[src/rtl/cam_frame_writer_pkg.sv]
// Shared constants and state encoding for the 320x240 RGB444 frame buffer
// (capture writer and display reader).
package cam_frame_writer_pkg;

    localparam int unsigned H_ACTIVE = 320;
    localparam int unsigned V_ACTIVE = 240;
    localparam int unsigned DATASIZE = 12;
    localparam int unsigned ADDRSIZE = 17;

    // Counter widths leave room for the saturation value itself
    localparam int unsigned X_W = $clog2(H_ACTIVE + 1);
    localparam int unsigned Y_W = $clog2(V_ACTIVE + 1);

    typedef enum logic [1:0] {
        ST_IDLE  = 2'd0,
        ST_ARM   = 2'd1,
        ST_FRAME = 2'd2
    } cap_state_t;

endpackage

[src/rtl/cam_sync_edge.sv]
// Registers vsync/href once and flags their transitions; pulses are combinational
// against the registered copy, so boundaries take effect on the following edge.
module cam_sync_edge
(
    input  logic clk,
    input  logic rst,
    input  logic vsync,
    input  logic href,
    output logic vsync_rise_c,
    output logic vsync_fall_c,
    output logic href_fall_c
);

    logic vsync_q;
    logic href_q;

    // vsync_q resets high so a low vsync out of reset never looks like a fresh rise
    always_ff @(posedge clk) begin
        if (rst) begin
            vsync_q <= 1'b1;
            href_q  <= 1'b0;
        end else begin
            vsync_q <= vsync;
            href_q  <= href;
        end
    end

    assign vsync_rise_c = ~vsync_q & vsync;
    assign vsync_fall_c = vsync_q & ~vsync;
    assign href_fall_c  = href_q & ~href;

endmodule

[src/rtl/cam_frame_writer.sv]
// Capture-side write stage: packs byte-serial RGB444 into 12-bit pixels and
// writes them to the frame buffer in raster order, flagging malformed frames.
module cam_frame_writer
    import cam_frame_writer_pkg::*;
(
    input  logic                clk,
    input  logic                rst,
    input  logic                arm,
    input  logic                continuous,
    input  logic                vsync,
    input  logic                href,
    input  logic                din_vld,
    input  logic [7:0]          din,
    output logic [ADDRSIZE-1:0] waddr,
    output logic [DATASIZE-1:0] wdata,
    output logic                wr,
    output logic                busy,
    output logic                frame_done,
    output logic                frame_err
);

    cap_state_t state;
    cap_state_t state_nxt;

    logic vsync_rise_c;
    logic vsync_fall_c;
    logic href_fall_c;

    logic frame_start_c;
    logic frame_end_c;
    logic accept_c;
    logic pix_c;
    logic in_range_c;
    logic phase_nxt_c;
    logic line_used_c;

    logic [X_W-1:0]      x;
    logic [Y_W-1:0]      y;
    logic                phase;
    logic [3:0]          red;
    logic                line_used;
    logic                shot_done;
    logic [ADDRSIZE-1:0] pix_addr;
    logic [ADDRSIZE-1:0] line_base;

    cam_sync_edge u_sync (
        .clk          (clk),
        .rst          (rst),
        .vsync        (vsync),
        .href         (href),
        .vsync_rise_c (vsync_rise_c),
        .vsync_fall_c (vsync_fall_c),
        .href_fall_c  (href_fall_c)
    );

    always_ff @(posedge clk) begin
        if (rst) begin
            state <= ST_IDLE;
        end else begin
            state <= state_nxt;
        end
    end

    // shot_done keeps a single-shot capture idle until arm is released
    always_comb begin
        state_nxt     = state;
        frame_start_c = 1'b0;
        frame_end_c   = 1'b0;
        case (state)
            ST_IDLE: begin
                if (arm && !shot_done) begin
                    state_nxt = ST_ARM;
                end
            end
            ST_ARM: begin
                if (!arm) begin
                    state_nxt = ST_IDLE;
                end else if (vsync_fall_c) begin
                    state_nxt     = ST_FRAME;
                    frame_start_c = 1'b1;
                end
            end
            ST_FRAME: begin
                if (vsync_rise_c) begin
                    frame_end_c = 1'b1;
                    state_nxt   = (continuous && arm) ? ST_ARM : ST_IDLE;
                end
            end
            default: state_nxt = ST_IDLE;
        endcase
    end

    assign accept_c    = (state == ST_FRAME) && href && din_vld && !vsync;
    assign pix_c       = accept_c && phase;
    assign in_range_c  = (x < X_W'(H_ACTIVE)) && (y < Y_W'(V_ACTIVE));
    assign phase_nxt_c = phase ^ accept_c;
    assign line_used_c = line_used | accept_c;

    // Pixel packing, raster counters and incremental address; line end is applied
    // after any byte accepted in the same cycle.
    always_ff @(posedge clk) begin
        if (rst) begin
            waddr      <= '0;
            wdata      <= '0;
            wr         <= 1'b0;
            busy       <= 1'b0;
            frame_done <= 1'b0;
            frame_err  <= 1'b0;
            x          <= '0;
            y          <= '0;
            phase      <= 1'b0;
            red        <= '0;
            line_used  <= 1'b0;
            shot_done  <= 1'b0;
            pix_addr   <= '0;
            line_base  <= '0;
        end else begin
            wr         <= 1'b0;
            frame_done <= frame_end_c;
            busy       <= (state_nxt == ST_FRAME);

            if (!arm) begin
                shot_done <= 1'b0;
            end else if (frame_end_c && !continuous) begin
                shot_done <= 1'b1;
            end

            if (frame_start_c) begin
                x         <= '0;
                y         <= '0;
                phase     <= 1'b0;
                line_used <= 1'b0;
                frame_err <= 1'b0;
                pix_addr  <= '0;
                line_base <= '0;
            end else if (state == ST_FRAME) begin
                if (accept_c && !phase) begin
                    red <= din[3:0];
                end
                if (pix_c) begin
                    if (in_range_c) begin
                        wr       <= 1'b1;
                        waddr    <= pix_addr;
                        wdata    <= {red, din};
                        pix_addr <= pix_addr + ADDRSIZE'(1);
                    end else begin
                        frame_err <= 1'b1;
                    end
                    if (x < X_W'(H_ACTIVE)) begin
                        x <= x + X_W'(1);
                    end
                end
                phase     <= phase_nxt_c;
                line_used <= line_used_c;

                if (href_fall_c) begin
                    x         <= '0;
                    phase     <= 1'b0;
                    line_used <= 1'b0;
                    if (phase_nxt_c) begin
                        frame_err <= 1'b1;
                    end
                    if (line_used_c && (y < Y_W'(V_ACTIVE))) begin
                        y         <= y + Y_W'(1);
                        line_base <= line_base + ADDRSIZE'(H_ACTIVE);
                        pix_addr  <= line_base + ADDRSIZE'(H_ACTIVE);
                    end else begin
                        pix_addr  <= line_base;
                    end
                end

                // Half pixel still pending when the frame closes
                if (frame_end_c && phase_nxt_c) begin
                    frame_err <= 1'b1;
                end
            end
        end
    end

endmodule

[config.mk]
export PLATFORM = sky130hd
export DESIGN_NAME = cam_frame_writer
export DESIGN_NICKNAME = d
export VERILOG_FILES = /design/src/rtl/cam_frame_writer_pkg.sv /design/src/rtl/cam_sync_edge.sv /design/src/rtl/cam_frame_writer.sv
export SDC_FILE = /design/constraint.sdc
export NUM_CORES = 1
export LEC_CHECK = 0
export CORE_MARGIN = 4
export CORE_UTILIZATION = 29
export CTS_CLUSTER_SIZE = 28
export DETAILED_ROUTE_END_ITERATION = 7
export PLACE_DENSITY = 0.46
export SETUP_SLACK_MARGIN = 0.1
export SYNTH_ARGS = -nofsm -noshare
export SYNTH_HDL_FRONTEND = slang
export SYNTH_HIERARCHICAL = 1
export SYNTH_SLANG_ARGS = --single-unit
[constraint.sdc]
create_clock -name clk -period 2.5 [get_ports clk]
set_input_delay 0.5 -clock clk [delete_from_list [all_inputs] [get_ports clk]]
set_output_delay 0.5 -clock clk [all_outputs]
set_load 0.05 [all_outputs]
==> flow_summary.ini <==
[finish]
num-fill-cells = 1416
layout_commonest_cell = dfxtp_1
antennaDiodeCount = 0
drive_gt1_share_pct = 12.4
syn2layout_area_growth_pct = 27.9
final_area_um2 = 5200
final_cell_mix = dfxtp_1, nand2_1, a21oi_1, nor2_1, clkdlybuf4s50_1
final_cells = 735
fin_util_pct = 37.6
nNetsFinal = 572

[synth]
yosysSeqAreaShare_pct = 43.8
ys.flop_type = dfxtp_1
yosys.area_share.simple_pct = 28.8
synth_nets = 504
synth-compound-area-share_pct = 13.2
muxShareOfSynthArea_pct = 0.246
synth_seq_cells = 89
synthDistinctLibCells = 57
yosys_warnings = 6
synth_area_um2 = 4070
synth_top_family_by_area = simple AND/OR/NAND/NOR gates
synthXorXnorAreaFrac_pct = 7.75
ys_async_sr_fraction_pct = 0
synthAdderAreaFrac_pct = 2.15
postSynthAreaPerCell_um2 = 8.44
synth-edff-count = 0
synthCells = 482

[sta]
period_share_pct = 90.5
tightest_slew_ps = 638
whs_ps = 454
rsz0062_at_grt = true
fin_crit_ps = 2260
slew_headroom_pct = 57.1
hold_viol = 0
fmax_mhz = 442
finalSetupTns_ps = 0
setup_violations = 0
fin_skew_ps = 5.77
slew_viol_final = 0
worst_slack_ps = 236

[setup_path]
worstSetupStartpointType = input port
reg2reg_from = state[0]
cp-end-kind = flop
cp.buffers_inverters = 2
crit_family = simple AND/OR/NAND/NOR gates
worstRegToRegCells = 9
cp_max_fo = 5
worstSetupPathType = in2reg
crit_required_ps = 2780
crit_top_cell = nand3b_1
reg2reg_to = pix_addr[15]
cp_slowest_cell = clkdlybuf4s50_1
rrSetupSlack_ps = 390
worst_ep_arrival_time_ps = 2540
slowest_delay_ps = 420
crit_chain = clkdlybuf4s50_1 > nand3b_1 > nor2_1 > ha_1 > nand3b_1 > nor3_4 > buf_4 > nand3_1 > xor2_1 > o22ai_1

[die]
io_pins = 48
core_um2 = 13800
die_y_um = 126
die_w_um = 126
dieArea_um2 = 16000
initial_core_util_pct = 29.4
rows = 43

[hold_path]
hp-start = waddr[5]
min_to = waddr[5]
holdPathStages = 2
min_path_type = reg2reg

[cts]
cts_num_sinks = 89
cts_setup_buffers = 0
clkTransAtPathRegs_ps = 70
cts_resized = 0
insertion_delay_ps = 350
cts_root_buf = clkbuf_16
cts_tree = done
h-tree-depth = 3
cts_buffers = 9
cts_hold_buf = 0
cts_max_path_buffers = 2

[pwr]
p_int_mw = 2.18
power_mw = 2.84
seq_power_share_pct = 50.2
switching_share_pct = 23.3
pwr-share-clk_pct = 46.6
p_per_area_nw_per_um2 = 546
total_leakage_power_nw = 1.74
combPwrFrac_pct = 3.2
irDropWorstVdd_uv = 312
p_sw_mw = 0.662

[route]
drc = 0
ant_nets = 0
dr.pass1.iters = 4
wire_per_inst_um = 14.2
drtIter0Drc = 231
vias = 3499
vias_per_cell = 4.76
wirelength_um = 10500

[global_route]
grt_max_degree = 42
grt_pass1_wl_um = 17600
grt_pass1_vias = 3460
grt.overflow.total = 0
grtUsageTotal_pct = 13.7
antenna_found_initial = 0

[place]
placed_area_um2 = 4910
dp_hpwl_um = 7570
gp_congestion = 0.833
place_ws_ps = -102
dp.cells = 719
portBuffers = 47

[outcome]
outcome = complete, no violations

[run]
drv_cap = 0
## metal layers
layer | GRT usage [%] | vias to the layer above | wire [um]
li1 | - | 1821 | -
met1 | 18.2 | 1621 | 5080
met2 | 21.2 | 46 | 4860
met3 | 4.46 | 11 | 374
met4 | 3.97 | 0 | 142
met5 | 0 | - | 0
## cells by family (layout without fill, tap and decap cells)
group / count (synthesis) / after routing
compound gates: 89 / 89
fa+ha+maj: 7 / 7
simple gates: 226 / 226
buf+inv: 34 / 107
flops: 89 / 89
mux: 1 / 1
xor+xnor: 36 / 36
## worst max path at each step
stage	start	to	slack [ps]	cells past startpoint
floorplan	vsync	x[5]	360	8
global placement	vsync	pix_addr[12]	-70	10
detailed placement	vsync	waddr[8]	-100	9
CTS	vsync	waddr[8]	270	9
global route	href	pix_addr[8]	90	9
finish	vsync	pix_addr[15]	240	10
## state kept, by name, indices dropped and copies added, names as in the netlist, 2 cells and up
register,count
y,8
state,2
line_base,11
x,9
wdata,12
red,4
waddr,17
pix_addr,17
## power by group through the flow
| stage | sequential, mW | clock, mW | combinational, mW |
|---|---|---|---|
| finish | 1.42 | 1.32 | 0.0916 |
| global route | 1.42 | 1.44 | 0.102 |
| CTS | 1.42 | 1.37 | 0.0932 |
| detailed placement | 1.46 | 0 | 0.0927 |
| global placement | 1.46 | 0 | 0.0933 |
| floorplan | 1.46 | 0 | 0.0438 |
## final cells by class
type | count | area [um2] | share of cell area [%]
clock buffer | 10 | 239 | 4.59
clock inverter | 6 | 48.8 | 0.938
inverter | 8 | 30.0 | 0.577
multi-input combinational | 359 | 2130 | 41.0
sequential | 89 | 1780 | 34.2
tap | 180 | 225 | 4.33
timing repair buffer | 83 | 744 | 14.3
## cells in the mapped netlist (all sizes together) (7+ instances only)
master	n	area share, %
dfxtp	89	44
xor2	18	3.9
inv	8	0.74
nand3	20	2.5
nand4	17	2.6
clkbuf	16	1.5
nand2	80	7.4
nor3	10	1.8
xnor2	18	3.9
o21ai	7	0.86
nor2	49	4.6
ha	7	2.2
a21oi	50	6.2
nor4	12	3.4
buf	10	1.8
## worst register-to-register path: cells and delay by family, from the launching register on
kind | cells | cell delay, ps
buffers and inverters | 1 | 190
xor gates and xnor gates | 1 | 170
and+or+nand+nor | 5 | 950
AOI/OAI and AO/OA | 1 | 130
adders and majority gates | 1 | 210
DFF | 1 | 380
No activity file was read; power rests on OpenSTA's default activity.
